--- src/rtl/cw305_reg_pkg.sv ---
// Shared constants for the CW305 register bank: register map, ID byte and FSM states.
package cw305_reg_pkg;

  localparam int unsigned REG_ID              = 0;
  localparam int unsigned REG_CRYPT_GO        = 1;
  localparam int unsigned REG_CRYPT_TEXTIN    = 2;
  localparam int unsigned REG_CRYPT_KEY       = 3;
  localparam int unsigned REG_CRYPT_CIPHEROUT = 4;
  localparam int unsigned REG_STATUS          = 5;

  localparam logic [7:0] ID_VALUE = 8'h5A;

  typedef enum logic [1:0] {IDLE, START, RUN} state_e;

endpackage

--- src/rtl/cw305_reg_watchdog.sv ---
// Saturating RUN-cycle counter; flags expiry in the cycle the count reaches Timeout.
module cw305_reg_watchdog #(
  parameter int unsigned Timeout = 4096
) (
  input  logic clk_i,
  input  logic reset_i,
  input  logic en_i,
  input  logic clr_i,
  output logic expired_o
);

  localparam int unsigned CntW = $clog2(Timeout + 1);
  localparam logic [CntW-1:0] Limit = CntW'(Timeout);

  logic [CntW-1:0] cnt_q, cnt_d;

  always_comb begin
    cnt_d = cnt_q;
    if (clr_i) begin
      cnt_d = '0;
    end else if (en_i && (cnt_q != Limit)) begin
      cnt_d = cnt_q + 1'b1;
    end
  end

  // Expiry is seen in the same cycle the count steps onto the limit.
  assign expired_o = en_i && (cnt_d == Limit);

  always_ff @(posedge clk_i) begin
    if (reset_i) begin
      cnt_q <= '0;
    end else begin
      cnt_q <= cnt_d;
    end
  end

endmodule

--- src/rtl/cw305_reg_bank.sv ---
// Byte-addressed register bank feeding the polynomial-multiplier core, with start FSM,
// watchdog, result capture and scope trigger.
module cw305_reg_bank
  import cw305_reg_pkg::*;
#(
  parameter int unsigned pBYTECNT_SIZE = 7,
  parameter int unsigned pADDR_WIDTH   = 6,
  parameter int unsigned pDATA_WIDTH   = 128,
  parameter int unsigned pTIMEOUT      = 4096
) (
  input  logic                     crypto_clk,
  input  logic                     reset_i,
  input  logic [pADDR_WIDTH-1:0]   reg_address,
  input  logic [pBYTECNT_SIZE-1:0] reg_bytecnt,
  input  logic [7:0]               write_data,
  input  logic                     reg_write,
  input  logic                     reg_read,
  output logic [7:0]               read_data,
  input  logic                     usb_trigger,
  output logic                     core_start,
  output logic [pDATA_WIDTH-1:0]   core_textin,
  output logic [pDATA_WIDTH-1:0]   core_key,
  input  logic                     core_done,
  input  logic [pDATA_WIDTH-1:0]   core_result,
  output logic                     tio_trigger,
  output logic                     busy
);

  localparam int unsigned NumBytes = pDATA_WIDTH / 8;
  localparam int unsigned IdxW     = (NumBytes > 1) ? $clog2(NumBytes) : 1;

  state_e state_q, state_d;
  logic [NumBytes-1:0][7:0] textin_q, textin_d;
  logic [NumBytes-1:0][7:0] key_q, key_d;
  logic [NumBytes-1:0][7:0] cipher_q, cipher_d;
  logic timeout_q, timeout_d;
  logic overrun_q, overrun_d;
  logic trig_q;
  logic [7:0] read_data_q, read_data_d;

  logic idle, byte_ok, expired, trig_edge, start_req;
  logic sel_go, sel_textin, sel_key, sel_status;
  logic [IdxW-1:0] idx;

  assign idle       = (state_q == IDLE);
  assign byte_ok    = 32'(reg_bytecnt) < NumBytes;
  assign idx        = reg_bytecnt[IdxW-1:0];
  assign sel_go     = 32'(reg_address) == REG_CRYPT_GO;
  assign sel_textin = 32'(reg_address) == REG_CRYPT_TEXTIN;
  assign sel_key    = 32'(reg_address) == REG_CRYPT_KEY;
  assign sel_status = 32'(reg_address) == REG_STATUS;
  assign trig_edge  = usb_trigger & ~trig_q;
  // GO and a trigger edge in the same cycle collapse into one request.
  assign start_req  = idle & ((reg_write & sel_go & write_data[0]) | trig_edge);

  cw305_reg_watchdog #(
    .Timeout(pTIMEOUT)
  ) u_watchdog (
    .clk_i    (crypto_clk),
    .reset_i  (reset_i),
    .en_i     (state_q == RUN),
    .clr_i    (state_q == START),
    .expired_o(expired)
  );

  always_comb begin
    state_d   = state_q;
    textin_d  = textin_q;
    key_d     = key_q;
    cipher_d  = cipher_q;
    timeout_d = timeout_q;
    overrun_d = overrun_q;

    if (reg_write && sel_status) begin
      timeout_d = 1'b0;
      overrun_d = 1'b0;
    end
    if (reg_write && !idle && (sel_go || sel_textin || sel_key)) begin
      overrun_d = 1'b1;
    end
    if (reg_write && idle && byte_ok) begin
      if (sel_textin) textin_d[idx] = write_data;
      if (sel_key)    key_d[idx]    = write_data;
    end

    case (state_q)
      IDLE:  if (start_req) state_d = START;
      START: state_d = RUN;
      RUN: begin
        // Completion takes priority over a same-cycle watchdog expiry.
        if (core_done) begin
          state_d  = IDLE;
          cipher_d = core_result;
        end else if (expired) begin
          state_d   = IDLE;
          timeout_d = 1'b1;
        end
      end
      default: state_d = IDLE;
    endcase
  end

  always_comb begin
    read_data_d = read_data_q;
    if (reg_read) begin
      read_data_d = 8'h00;
      case (32'(reg_address))
        REG_ID:              read_data_d = ID_VALUE;
        REG_CRYPT_GO:        read_data_d = {7'b0, ~idle};
        REG_CRYPT_TEXTIN:    if (byte_ok) read_data_d = textin_q[idx];
        REG_CRYPT_KEY:       if (byte_ok) read_data_d = key_q[idx];
        REG_CRYPT_CIPHEROUT: if (byte_ok) read_data_d = cipher_q[idx];
        REG_STATUS:          read_data_d = {6'b0, timeout_q, overrun_q};
        default:             read_data_d = 8'h00;
      endcase
    end
  end

  always_ff @(posedge crypto_clk) begin
    if (reset_i) begin
      state_q     <= IDLE;
      textin_q    <= '0;
      key_q       <= '0;
      cipher_q    <= '0;
      timeout_q   <= 1'b0;
      overrun_q   <= 1'b0;
      trig_q      <= 1'b0;
      read_data_q <= 8'h00;
    end else begin
      state_q     <= state_d;
      textin_q    <= textin_d;
      key_q       <= key_d;
      cipher_q    <= cipher_d;
      timeout_q   <= timeout_d;
      overrun_q   <= overrun_d;
      trig_q      <= usb_trigger;
      read_data_q <= read_data_d;
    end
  end

  assign core_start  = (state_q == START);
  assign busy        = ~idle;
  assign tio_trigger = ~idle;
  assign core_textin = textin_q;
  assign core_key    = key_q;
  assign read_data   = read_data_q;

endmodule

--- config.mk ---
export PLATFORM = sky130hd
export DESIGN_NAME = cw305_reg_bank
export DESIGN_NICKNAME = d
export VERILOG_FILES = /design/src/rtl/cw305_reg_pkg.sv /design/src/rtl/cw305_reg_watchdog.sv /design/src/rtl/cw305_reg_bank.sv
export SDC_FILE = /design/constraint.sdc
export NUM_CORES = 1
export LEC_CHECK = 0
export CAP_MARGIN = 10
export CORE_MARGIN = 8
export CORE_UTILIZATION = 46
export DETAILED_ROUTE_END_ITERATION = 10
export PLACE_DENSITY = 0.78
export SLEW_MARGIN = 15
export SYNTH_ARGS = -nofsm -noshare
export SYNTH_HDL_FRONTEND = slang
export SYNTH_HIERARCHICAL = 1
export SYNTH_SLANG_ARGS = --single-unit
--- constraint.sdc ---
create_clock -name crypto_clk -period 2.5 [get_ports crypto_clk]
set_clock_uncertainty 0.1 [all_clocks]
set_input_delay 0.25 -clock crypto_clk [delete_from_list [all_inputs] [get_ports crypto_clk]]
set_output_delay 0.25 -clock crypto_clk [all_outputs]
set_load 0.03 [all_outputs]
# Yosys cells after proc, flatten, opt, wreduce, memory -nomap -nowiden
# Cells that the tools add are included.
# Widths: inputs -> output; s select.
# op_classes
addsub,1
n_lt_le_gt_ge,3
eq_ne,11
mux,26
bitwise,7
n_reduce_logical,18
# op_table
op,count
$bwmux 128,2
$bmux 8 s4,3
$mux 8,7
$pmux 8 s6,1
$demux 8 s4,1
$mux 13,2
$add 13x1->13 const B,1
$eq 13x13->1 const B,1
$ne 13x13->1 const B,1
$eq 6x2->1 const B,2
$eq 6x3->1 const B,2
$logic_and 1x1->1,8
$reduce_and 2->1,4
$lt 7x5->1 const B,1
$eq 6x1->1 const B,1
$logic_not 6->1,1
$mux 1,6
$mux 2,3
$pmux 2 s3,1
$lt 4x5->1 const B,1
$and 1x1->1,4
$ge 4x1->1 const B,1
$ne 3x3->1 const B,1
$eq 2x1->1 const B,1
8 further kinds,10
# totals
ff_bits,410
in_bits,155
output_inout_bits,267
wordCells,120

# Longest topological paths before layout
# depth
word_depth,9
depth_mapped,10
ltp_nobuf,10

# Modules after synthesis
# The synthesis kept the hierarchy.
# by_module_without_submodules
module,instances,cells_per_inst,area_per_inst_um2,seq_area_each_um2
cw305_reg_bank,1,1766,17426.7,7947.6
cw305_reg_watchdog,1,102,827.0,260.2

# Worst setup path before layout
# Ideal clock, no wire load.
# synth_path
path_kind,input to register
start,input reg_bytecnt[3]
end,register read_data_q[0] (netlist: read_data[0])
setup_time_ns,0.124
arrival_time_ns,2.194
required_ns,2.276
slack_ns,0.081
stages,7
path_buffers,3
cell_sequence,buf_2 buf_1 clkbuf_1 mux4_2 mux2_2 a22oi_1 nand3b_1
# synth_via
elab_chain_cells,4
# synth_lines
element,line,rtl
from (decl),cw305_reg_bank.sv:14,"input logic [pBYTECNT_SIZE-1:0] reg_bytecnt,"
$bmux 8 s4 (on tied branches),"cw305_reg_bank.sv:112, cw305_reg_bank.sv:110, cw305_reg_bank.sv:111",
$mux 8 (on tied branches) (2 in a row),"cw305_reg_bank.sv:112, cw305_reg_bank.sv:110, cw305_reg_bank.sv:111",
$pmux 8 s6 (*),cw305_reg_bank.sv:107,case (32'(reg_address))
to (signal assigned),cw305_reg_bank.sv:137,read_data_q <= read_data_d;
to (decl),cw305_reg_bank.sv:39,"logic [7:0] read_data_q, read_data_d;"
# Every way passes the cells marked *; elsewhere a longest branch is shown, timed or not. The select of a mux whose other input is x is not followed.
# A chain may end at the register's enable or synchronous reset.

# Worst setup path after layout
# layout_path
start,register state_q[0]
end,output core_start
# layout_via
elab_chain_cells,1
# layout_lines
element,line,rtl
from (decl),cw305_reg_bank.sv:32,"state_e state_q, state_d;"
from (signal assigned),cw305_reg_bank.sv:130,state_q <= state_d;
$eq 2x1->1,cw305_reg_bank.sv:141,assign core_start = (state_q == START);
to (decl),cw305_reg_bank.sv:20,"output logic core_start,"
# Every way passes these cells.

==> impl_metrics.json <==
{
  "cap_violations": 0,
  "cp-end-kind": "output port",
  "synth.most_common_cell": "dfxtp_1",
  "multi_input_area_sq_mm": 0.009497,
  "met3_length_microns": 4913,
  "instances_no_fill": 2892,
  "drive_above_1_share_pct": 15.22,
  "place.gp.congestion": 0.8809,
  "synth_fa_ha_area_share_pct": 0.1371,
  "start_kind": "register",
  "period_share_pct": 95.19,
  "fp.dieArea_sq_mm": 0.04631,
  "drcViolationCount": 0,
  "ys_top_cells_by_area": "dfxtp_1, mux2i_1, mux4_2, nand2_1, nor2_1",
  "wl_met2_microns": 31570,
  "coreArea_sq_mm": 0.03946,
  "vias": 16340,
  "synth_simple_gate_area_share_pct": 17.84,
  "ys_async_sr_fraction_pct": 0,
  "grt_max_degree": 166,
  "cts_num_sinks": 410,
  "synth_fp_nets": 2025,
  "worstPathArrival_ns": 2.03,
  "yosysTopAreaCell": "dfxtp_1",
  "leakagePower_nw": 9.644,
  "rows": 73,
  "worstHoldPathType": "input pin to register",
  "wl_met1_microns": 24990,
  "cts_tree": "done",
  "ir_worst_vdd_mv": 0.5355,
  "postSynthCellCount": 1868,
  "worst_pin_slew_ns": 1.039,
  "clk_pin_slew_ns": 0.06,
  "antenna_found_initial": 6,
  "power_density_mw_per_mm2": 558.7,
  "grt_pass1_vias": 16610,
  "cp_max_fo": 6,
  "synth_xor_area_share_pct": 0.5278,
  "post-route-min-period_ns": 2.380,
  "wl_microns": 64550,
  "synthMuxAreaShare_pct": 27.32,
  "post_cts_buffers": 0,
  "layout.nets": 2483,
  "synthTopCellsByCount": "dfxtp_1, nand2_1, nor2_1",
  "port_buffers": 421,
  "grt_pass1_wl_microns": 97840,
  "fillers": 3084,
  "max_slew_margin_pct": 30.75,
  "area.sequential_sq_mm": 0.008214,
  "yosys_most_used_dff": "dfxtp_1",
  "cts-root-buf": "clkbuf_16",
  "dp_cells": 2804,
  "final_hold_viol_count": 0,
  "top_layer_used": "met4",
  "postSynthAreaPerCell_sq_um": 9.772,
  "synth_warnings": 6,
  "insertion_delay_ns": 0.57,
  "synth_edf_count": 0,
  "synth_area_sq_mm": 0.01825,
  "fmax_mhz": 420.2,
  "htree_num_levels": 2,
  "critPathKind": "register to output port",
  "ant_nets": 0,
  "worstPathRequired_ns": 2.15,
  "dp_hpwl_microns": 46910,
  "synth_cell_types": 55,
  "ios": 422,
  "initial_core_util_pct": 46.26,
  "setup_viol": 0,
  "rsz0062_at_grt": "yes",
  "cts_buffers": 44,
  "routed_via_density": 5.651,
  "overflow": 0,
  "drt_iter0_markers": 1444,
  "tns_ns": 0,
  "run_status": "complete, no violations",
  "synth-seq-cells": 410,
  "die_h_microns": 215.2,
  "slew_violations": 0,
  "area_delta_synth_final_pct": 39.23,
  "wl_per_cell_microns": 22.32,
  "drt-pass1-iter-count": 5,
  "synth_top_area_share_pct": 44.97,
  "synth-compound-area-share_pct": 5.813,
  "synth_top_family_by_area": "multiplexers",
  "seq_area_frac_synth_pct": 44.97,
  "die_w_microns": 215.2,
  "gr-usage-all-layers_pct": 26.57,
  "clockBufferDepth": 3
}
[cell type report]
class                      count  share of cell area, %
clock inverter                 9                 0.4332
clock buffer                  70                  5.356
timing repair buffer         558                  21.71
inverter                      10                 0.1477
multi-input combinational   1302                  37.37
sequential                   410                  32.32
tap                          525                  2.585
antenna                        8                0.07877
[routing by layer]
layer	vias up	global-route usage [%]
met5	-	0
met4	0	12.39
met3	160	6.278
met2	734	45.11
met1	8013	31.50
li1	7436	-
[layout by cell type (no fill, tap or decap), drive strengths merged, types with 3 or more instances in the layout]
cell	instances
o21ai	12
or2	3
inv	10
nand3	10
a32oi	3
nor2b	10
o22ai	5
nand2b	5
buf	142
nor3	12
and2	6
mux2i	271
nor2	296
a21oi	155
mux2	12
nand4	27
clkdlybuf4s50	415
clkinv	7
diode	8
nand2	309
dfxtp	410
nor4	23
a22oi	5
and3	3
mux4	95
clkbuf	70
or3	3
nand3b	3
xnor2	9
[cells by family (layout without fill, tap and decap cells)]
group / Yosys count / in the layout
simple gates: 717 / 717
flops: 410 / 410
mux: 378 / 378
compound gates: 194 / 194
buf+inv: 156 / 647
xor+xnor: 11 / 11
fa+ha+maj: 2 / 2
other cells: 0 / 8
[per-stage QoR]
stage	power [mW]	worst slack [ns]	hold WS (ns)	instance area [sq um]	util, %
floorplan	7.225	0.08147	0.2782	18250	-
global placement	7.722	-0.1138	0.3399	23850	60.43
detailed placement	7.736	-0.1419	0.3465	23850	60.43
CTS	14.29	0.008644	0.1051	25330	64.19
global route	14.59	-0.07161	0.1164	25410	64.40
finish	14.20	0.1203	0.1305	25410	64.41
[what timing repair did]
| item | 4_1_cts | 5_1_grt |
|---|---|---|
| hold buffers | 1 | 0 |
| hold endpoints to repair | 5 | 0 |
| setup endpoints to repair | 0 | 5 |
| resized for setup | 0 | 16 |
[path summary, 6_finish.rpt]
check                                   end  cells past startpoint                       from  slack [ns]
setup / recovery                 core_start                      2    state_q[0]$_SDFFE_PP0P_        0.12
hold / removal    cipher_q[37]$_SDFFE_PP0P_                      3            core_result[37]        0.13
setup reg to reg    state_q[1]$_SDFFE_PP0P_                     10    state_q[1]$_SDFFE_PP0P_        0.12
hold reg to reg   cipher_q[23]$_SDFFE_PP0P_                      2  cipher_q[23]$_SDFFE_PP0P_        0.35
[power breakdown]
part	total [mW]	internal, mW	switching, mW
Sequential	6.60	6.58	0.0223
Combinational	1.01	0.448	0.560
Clock	6.59	3.93	2.66
[critical path, stage by stage, from the launching register on]
cell and delay, ns:
dfxtp_1 0.37, nor2b_2 0.35, clkdlybuf4s50_1 0.74
[flip-flops by register name, indices dropped and copies added, names as in the netlist]
register          cells
core_key            128
timeout_q             1
u_watchdog/cnt_q     13
state_q               2
overrun_q             1
read_data             8
trig_q                1
core_textin         128
cipher_q            128
No activity file was read; power rests on OpenSTA's default activity.
